<file path="src/rtl/rr_port_arbiter_pkg.sv">
// rr_port_arbiter_pkg
//   Shared constants, FSM state encoding and pointer/rotation helpers for the
//   rotating-priority output-port arbiter. The rotation helpers are written
//   for exactly five ports.
package rr_port_arbiter_pkg;

  localparam int NUM_PORT = 5;
  localparam int PTR_W    = 3;

  typedef enum logic [1:0] {
    ST_IDLE  = 2'd0,
    ST_GRANT = 2'd1,
    ST_LOCK  = 2'd2
  } arbState_t;

  // Explicit mod-5 increment; a plain 3-bit add would walk through 5..7.
  function automatic logic [PTR_W-1:0] inc_mod5(input logic [PTR_W-1:0] p);
    return (p >= 3'd4) ? 3'd0 : p + 3'd1;
  endfunction

  // Port (ptr+k) mod 5 for k = 0..4.
  function automatic logic [PTR_W-1:0] port_of(input logic [PTR_W-1:0] p,
                                               input int k);
    logic [3:0] s;
    s = {1'b0, p} + 4'(k);
    if (s >= 4'd5) s = s - 4'd5;
    return s[PTR_W-1:0];
  endfunction

  // rot[4-k] = req[(ptr+k) mod 5]: the priority port lands on the top bit.
  function automatic logic [NUM_PORT-1:0] rotate5(input logic [NUM_PORT-1:0] req,
                                                  input logic [PTR_W-1:0] p);
    logic [NUM_PORT-1:0] rot;
    rot = '0;
    for (int k = 0; k < NUM_PORT; k++)
      rot[3'(4 - k)] = req[port_of(p, k)];
    return rot;
  endfunction

  // Inverse of rotate5: rot bit 4-k goes back to port (ptr+k) mod 5.
  function automatic logic [NUM_PORT-1:0] unrotate5(input logic [NUM_PORT-1:0] rot,
                                                    input logic [PTR_W-1:0] p);
    logic [NUM_PORT-1:0] vec;
    vec = '0;
    for (int k = 0; k < NUM_PORT; k++)
      vec[port_of(p, k)] = rot[3'(4 - k)];
    return vec;
  endfunction

endpackage

</file>
<file path="src/rtl/rr_port_arbiter_prio_pick5.sv">
// prio_pick5
//   Combinational fixed-priority picker: one-hot of the highest set bit of a
//   5-bit vector; all-zeros in gives all-zeros out.
//   Ports:
//     in    [4:0]  candidate vector
//     pick  [4:0]  one-hot of the highest set bit of in
module prio_pick5 (
  input  logic [4:0] in,
  output logic [4:0] pick
);

  always_comb begin
    pick = 5'b00000;
    if      (in[4]) pick = 5'b10000;
    else if (in[3]) pick = 5'b01000;
    else if (in[2]) pick = 5'b00100;
    else if (in[1]) pick = 5'b00010;
    else if (in[0]) pick = 5'b00001;
  end

endmodule

</file>
<file path="src/rtl/rr_port_arbiter.sv">
// rr_port_arbiter
//   Rotating-priority output-port arbiter. Requests are rotated so the current
//   priority port sits at the top bit, a fixed highest-bit picker selects one,
//   and the result is un-rotated into a registered one-hot grant with a
//   valid/ready handshake. A grant can be held across flits with lock; the
//   priority pointer advances past the granted port on each release.
//   Ports:
//     clk          router clock
//     rst_n        asynchronous active-low reset
//     req          per-port requests, sampled only in IDLE
//     req_valid    qualifies req
//     lock         keep the grant after this handshake
//     grant_ready  downstream accepts the grant this cycle
//     grant_valid  registered grant valid
//     grant        registered one-hot granted port
//     grant_idx    registered binary index of the granted port
//     ptr          current priority pointer (0..4)
module rr_port_arbiter #(
  parameter int NUM_PORT = rr_port_arbiter_pkg::NUM_PORT,
  parameter int PTR_W    = rr_port_arbiter_pkg::PTR_W
) (
  input  logic                clk,
  input  logic                rst_n,
  input  logic [NUM_PORT-1:0] req,
  input  logic                req_valid,
  input  logic                lock,
  input  logic                grant_ready,
  output logic                grant_valid,
  output logic [NUM_PORT-1:0] grant,
  output logic [PTR_W-1:0]    grant_idx,
  output logic [PTR_W-1:0]    ptr
);

  import rr_port_arbiter_pkg::*;

  arbState_t           state;
  logic [NUM_PORT-1:0] rotReq;
  logic [NUM_PORT-1:0] rotPick;
  logic [NUM_PORT-1:0] pickGrant;
  logic [PTR_W-1:0]    pickIdx;
  logic                handshake;

  assign rotReq    = rotate5(req, ptr);
  assign pickGrant = unrotate5(rotPick, ptr);
  assign handshake = grant_valid && grant_ready;

  prio_pick5 uPick (
    .in   (rotReq),
    .pick (rotPick)
  );

  // One-hot to binary; pickGrant has at most one bit set.
  always_comb begin
    pickIdx = '0;
    for (int i = 0; i < NUM_PORT; i++)
      if (pickGrant[i]) pickIdx = pickIdx | PTR_W'(i);
  end

  // Output/pointer register stage
  always_ff @(posedge clk or negedge rst_n) begin
    if (!rst_n) begin
      state       <= ST_IDLE;
      grant_valid <= 1'b0;
      grant       <= '0;
      grant_idx   <= '0;
      ptr         <= '0;
    end else begin
      case (state)
        ST_IDLE: begin
          if (req_valid && (req != '0)) begin
            grant       <= pickGrant;
            grant_idx   <= pickIdx;
            grant_valid <= 1'b1;
            state       <= ST_GRANT;
          end
        end
        ST_GRANT, ST_LOCK: begin
          if (handshake) begin
            if (lock) begin
              state <= ST_LOCK;
            end else begin
              // Release: next search starts just past the port we served.
              ptr         <= inc_mod5(grant_idx);
              grant_valid <= 1'b0;
              grant       <= '0;
              state       <= ST_IDLE;
            end
          end
        end
        default: begin
          state       <= ST_IDLE;
          grant_valid <= 1'b0;
          grant       <= '0;
        end
      endcase
    end
  end

endmodule

</file>
<file path="config.mk">
export PLATFORM = sky130hd
export DESIGN_NAME = rr_port_arbiter
export DESIGN_NICKNAME = d
export VERILOG_FILES = /design/src/rtl/rr_port_arbiter_pkg.sv /design/src/rtl/rr_port_arbiter_prio_pick5.sv /design/src/rtl/rr_port_arbiter.sv
export SDC_FILE = /design/constraint.sdc
export NUM_CORES = 1
export LEC_CHECK = 0
export ABC_AREA = 1
export CELL_PAD_IN_SITES_DETAIL_PLACEMENT = 0
export CELL_PAD_IN_SITES_GLOBAL_PLACEMENT = 1
export CORE_MARGIN = 2
export CORE_UTILIZATION = 35
export DETAILED_ROUTE_END_ITERATION = 16
export PLACE_DENSITY = 0.84
export SKIP_CTS_REPAIR_TIMING = 1
export SLEW_MARGIN = 20
export SYNTH_ARGS = -nofsm -noshare
export SYNTH_HDL_FRONTEND = slang
export SYNTH_HIERARCHICAL = 1
export SYNTH_SLANG_ARGS = --single-unit
</file>
<file path="constraint.sdc">
create_clock -name clk -period 2.7 [get_ports clk]
set_input_delay 0.405 -clock clk [delete_from_list [all_inputs] [get_ports clk]]
set_output_delay 0.405 -clock clk [all_outputs]
set_load 0.005 [all_outputs]
</file>
After elaboration in Yosys (flattened, before gate mapping):

Index checks and enable logic that the tools add are counted.

* order comparisons: 13
* add/sub/neg operators: 9
* muxes and demuxes: 44
* reductions and logical operators: 13
* equal/unequal tests: 5
* bitwise gates (word level): 2

Operators with widths (number)
* $mux 3: 6
* $ge 4x3->1 const B: 4
* $lt 3x4->1 const B: 4
* $bwmux 5: 3
* $mux 5: 3
* $mux 1: 13
* $bmux 1 s3: 4
* $demux 1 s3: 4
* $ge 3x1->1 const B: 4
* $mux 4: 3
* $sub 3x3->3 const B: 4
* $mux 2: 5
* $pmux 5 s2: 1
* $add 3x2->4 const B: 2
* $logic_and 1x1->1: 6
* $ne 2x2->1 const B: 3
* $reduce_and 3->1: 2
* $and 5x5->5: 1
* $reduce_bool 5->1: 1
* $add 3x1->4 const B: 1
* $add 3x3->4 const B: 1
* $pmux 2 s2: 1
* $reduce_and 2->1: 2
* $add 3x1->3 const B: 1
* other kinds (7): 7

* logic and storage cells: 91
* output and inout port bits: 12
* register bits after elaboration: 14
* input port bits: 10

Longest topological paths before layout:

* depth in word-level cells: 17
* depth in mapped cells: 26
* mapped depth without buffers: 25

By module:

Netlist, hierarchy kept.

By module, submodules not included
* rr_port_arbiter: area each 1519.0 µm², cells each 230, instances 1, seq. area each 350.3 µm²
* prio_pick5: area each 46.3 µm², cells each 11, instances 1, seq. area each 0.0 µm²

Worst setup path before layout:

No wires, ideal clock.

* kind: register -> register
* start: reg ptr[0]
* end: reg grant_idx[0]
* data arrival time: 2.799 ns
* cell stages (with the launch flop): 27
* library setup time: 0.065 ns
* slack: -0.164 ns
* buffers on the path: 1
* required time: 2.635 ns
* cell sequence: dfrtp_1 > buf_6 > clkinv_4 > ha_1 > inv_1 > fa_1 > inv_2 > nand2_4 > nand2_1 > o21ai_2 > nand2_2 > nor2_2 > nand2_1 > o21ai_0 > a21oi_1 > o221ai_1 > inv_1 > nand2_1 > nor2_1 > inv_1 > nor3_1 > nor2_1 > nand3_1 > nand2_2 > nand2_1 > nand2_1 > nand2_1

* elaborated cells between the ends (all ways): 56

RTL lines
* from (decl): RTL line rr_port_arbiter.sv:31 `output logic [PTR_W-1:0] ptr`
* from (signal assigned): RTL line rr_port_arbiter.sv:83 `ptr <= inc_mod5(grant_idx);`
* $add 3x2->4 *: RTL line rr_port_arbiter_pkg.sv:25 `s = {1'b0, p} + 4'(k);`
* $ge 4x3->1 / $sub 3x3->3 (equally long branches): RTL line rr_port_arbiter_pkg.sv:26 `if (s >= 4'd5) s = s - 4'd5;`
* $mux 3 *: RTL line rr_port_arbiter_pkg.sv:26
* $bmux 1 s3 *: RTL line rr_port_arbiter_pkg.sv:36 `rot[3'(4 - k)] = req[port_of(p, k)];`
* $mux 1 (implied by the code) *: RTL line rr_port_arbiter_pkg.sv:36
* via rotReq[2]: RTL line rr_port_arbiter.sv:37 `logic [NUM_PORT-1:0] rotReq;`
* $mux 4 *: RTL line rr_port_arbiter_prio_pick5.sv:16 `else if (in[2]) pick = 5'b00100;`
* $mux 4 *: RTL line rr_port_arbiter_prio_pick5.sv:15 `else if (in[3]) pick = 5'b01000;`
* via rotPick[1]: RTL line rr_port_arbiter.sv:38 `logic [NUM_PORT-1:0] rotPick;`
* $bwmux 5 * (2 in series): RTL line rr_port_arbiter_pkg.sv:46 `vec[port_of(p, k)] = rot[3'(4 - k)];`
* $mux 1: RTL line rr_port_arbiter.sv:56 `if (pickGrant[i]) pickIdx = pickIdx | PTR_W'(i);`
* $mux 2: RTL line rr_port_arbiter.sv:56
* $mux 2 *: RTL line rr_port_arbiter.sv:56
* $mux 3 *: RTL line rr_port_arbiter.sv:56
* to (signal assigned): RTL line rr_port_arbiter.sv:72 `grant_idx <= pickIdx;`
* to (decl): RTL line rr_port_arbiter.sv:30 `output logic [PTR_W-1:0] grant_idx,`

Mark *: on every way through the listed nets, which the timed path passes. The rest lies on a longest branch. The select of a mux whose other input is x is not followed.
A chain may end at the register's enable or synchronous reset.

Worst setup path in the final report:

* start: reg ptr[0]
* end: reg grant_idx[2]

* elaborated cells between the ends (all ways): 53

RTL lines (RTL line)
* $add 3x2->4 *: rr_port_arbiter_pkg.sv:25
* $ge 4x3->1 / $sub 3x3->3 (equally long branches): rr_port_arbiter_pkg.sv:26
* $mux 3 *: rr_port_arbiter_pkg.sv:26
* $bmux 1 s3 *: rr_port_arbiter_pkg.sv:36
* $mux 1 (implied by the code) *: rr_port_arbiter_pkg.sv:36
* via rotReq[2]: rr_port_arbiter.sv:37
* $mux 4 *: rr_port_arbiter_prio_pick5.sv:16
* $mux 4 *: rr_port_arbiter_prio_pick5.sv:15
* via rotPick[1]: rr_port_arbiter.sv:38
* $bwmux 5 * (2 in series): rr_port_arbiter_pkg.sv:46
* $mux 3 *: rr_port_arbiter.sv:56

Marks and branches as above.

==> run summary <==
Final Core Density: 52.8%
Worst skew pair latency: 250 ps
DRC viols: 0
Initial antenna violation count: 0
R2r setup slk: -100 ps
Core Region: 4320 um2
CP max stage delay: 430 ps
Data arrival, critical path: 2970 ps
Slew Viols, Final: 0
Hold Crit Start: grant[0]$_DFFE_PN0P_
Vias per cell: 4.76
Worst min path class: flop to flop
Maximum clock path buffer count: 2
Worst setup EP type: flop
Fmax: 357 MHz
Clock-pin transition on the worst setup and hold timing paths: 60 ps
Setup_tns: -414 ps
Buffers & Inverters on Critical Path: 6
Kind of critical path: flop to flop
Inserted Diodes: 0
Wire per inst: 11.9 um
Total CTS buffers: 3
Total Routing Usage GR: 17.6%
WHS: 478 ps
Clock root cell: clkbuf_8
Synth Area per Inst: 6.49 um2
Largest net degree at the start of global routing: 15
Violated checks: setup timing
R2R depth: 24
Critical Path Start Type: flop
Synthesized cell area: 1560 um2
WHS Path Cells: 2
Finished Layout Cells: 352
Worst setup slack after layout: -104 ps
P&R area growth vs syn: 46.6%
Clock sink total: 14
Routability Congestion: 0.902
Total routed wirelength: 4190 um
Worst Max-Slew Pin Slew: 609 ps
PortBufs: 21
Share of layout cells above drive strength 1: 31.3%
CTS tree: built
# setup viols final: 6
DRT antenna net count: 0
Top Metal Used: met4
H-tree depth: 1
Clock skew: 2.44 ps
Delay-heaviest family, CP: simple AND/OR/NAND/NOR gates
Die Ht: 70.7 um
RSZ-0062 raised after global routing: yes
Drt first pass iters: 4
Hpwl dp: 3490 um
First-pass GRT wire length: 7220 um
Wire length on met2: 2060 um
Sink of the worst hold path: grant[0]$_DFFE_PN0P_
Min Tclk post-route: 2800 ps
Row Count: 24
Die area: 5000 um2
Cell Chain, Critical Path: clkinv_4 -> ha_4 -> inv_2 -> fa_2 -> inv_2 -> nand2_4 -> nand2_4 -> o21ai_4 -> nand2_2 -> nor2_2 -> nand2_1 -> o21ai_1 -> a21oi_1 -> o221ai_1 -> inv_1 -> nand2_2 -> nor2_4 -> inv_2 -> buf_6 -> a21oi_2 -> nand2_1 -> nand2_2 -> nand2_1 -> o21ai_1
Initial cell density of the core: 36.0%
DP Cell Count: 345
Initial DRC count: 70
Slew HR: 59.3%
Vias in the first global route: 1,627
Max_cap viols: 0
Met3 WL: 124 um
WL met1: 1970 um
Fin crit share: 104%
Crit-path max FO: 5
Syn. warnings: 6
Cell count after synthesis: 240
Die X-Extent: 70.7 um
Final net count: 324
CP required: 2870 ps
Total grt overflow: 0
Reg2reg end: grant_idx[2]$_DFFE_PN0P_
Via count: 1,676
Ports: 22
Final Hold Viols: 0
Status: finished, violations left
Max stage delay cell, worst path: fa_2
Worst R2R Start: ptr[0]$_DFFE_PN0P_
==> placed cells by master, fill, tap and decap left out, types with 3 or more instances in the layout <==
cell type / count
nand2_2: 17
nor3_1: 3
nor2_4: 4
nor2_2: 4
o21ai_1: 5
a21oi_2: 4
buf_4: 31
clkdlybuf4s50_1: 21
inv_2: 7
o21ai_2: 3
conb_1: 3
buf_6: 3
a21oi_1: 3
o21ai_0: 5
nand3_1: 16
nand2_1: 66
clkbuf_8: 4
nand4_1: 4
ha_1: 9
ha_4: 3
nand2_4: 3
nor2_1: 18
inv_1: 28
dfrtp_1: 13
==> stage by stage <==
stage	instance area [um2]	setup slack (ps)
floorplan	1590	-22.9
global placement	2090	-111
detailed placement	2090	-105
CTS	2140	-136
global route	2280	-336
finish	2280	-104
==> worst register-to-register path, cell delays in order, from the launching register on <==
cell and delay (ps):
dfrtp_1 410, clkinv_4 70, ha_4 120, inv_2 30, fa_2 430, inv_2 100
nand2_4 90, nand2_4 70, o21ai_4 60, nand2_2 60, nor2_2 40, nand2_1 50
o21ai_1 70, a21oi_1 120, o221ai_1 120, inv_1 140, nand2_2 90, nor2_4 100
inv_2 60, buf_6 120, a21oi_2 100, nand2_1 70, nand2_2 80, nand2_1 50
o21ai_1 80
==> worst max path at each step <==
stage | startpoint | end | slack, ps | depth (start not counted)
after floorplan | ptr[0]$_DFFE_PN0P_ | grant_idx[1]$_DFFE_PN0P_ | -20 | 26
after CTS | ptr[1]$_DFFE_PN0P_ | grant_idx[2]$_DFFE_PN0P_ | -140 | 22
after global routing | ptr[0]$_DFFE_PN0P_ | grant_idx[2]$_DFFE_PN0P_ | -340 | 24
final | ptr[0]$_DFFE_PN0P_ | grant_idx[2]$_DFFE_PN0P_ | -100 | 24
after detailed placement | ptr[1]$_DFFE_PN0P_ | grant_idx[2]$_DFFE_PN0P_ | -110 | 22
after global placement | ptr[1]$_DFFE_PN0P_ | grant_idx[2]$_DFFE_PN0P_ | -110 | 22
==> state kept, by name, summed over array words and instances, names as in the netlist <==
register / count
state: 2
grant_idx: 3
grant: 5
grant_valid: 1
ptr: 3
==> area by class of cell <==
type,count,area [um2]
clock buffer,4,55.1
inverter,36,140
timing repair buffer,55,477
tap,52,65.1
sequential,14,352
multi-input combinational,191,1190
fill,460,2040
==> routing by layer <==
layer / vias to the layer above / global-route usage [%]
li1: 882 / -
met1: 762 / 22.9
met2: 27 / 31.7
met3: 5 / 1.85
met4: 0 / 3.35
met5: - / 0
Power is left out: the tool's default activity adds up to more than one toggle a clock period on the data nets, which glitch-free logic cannot reach.
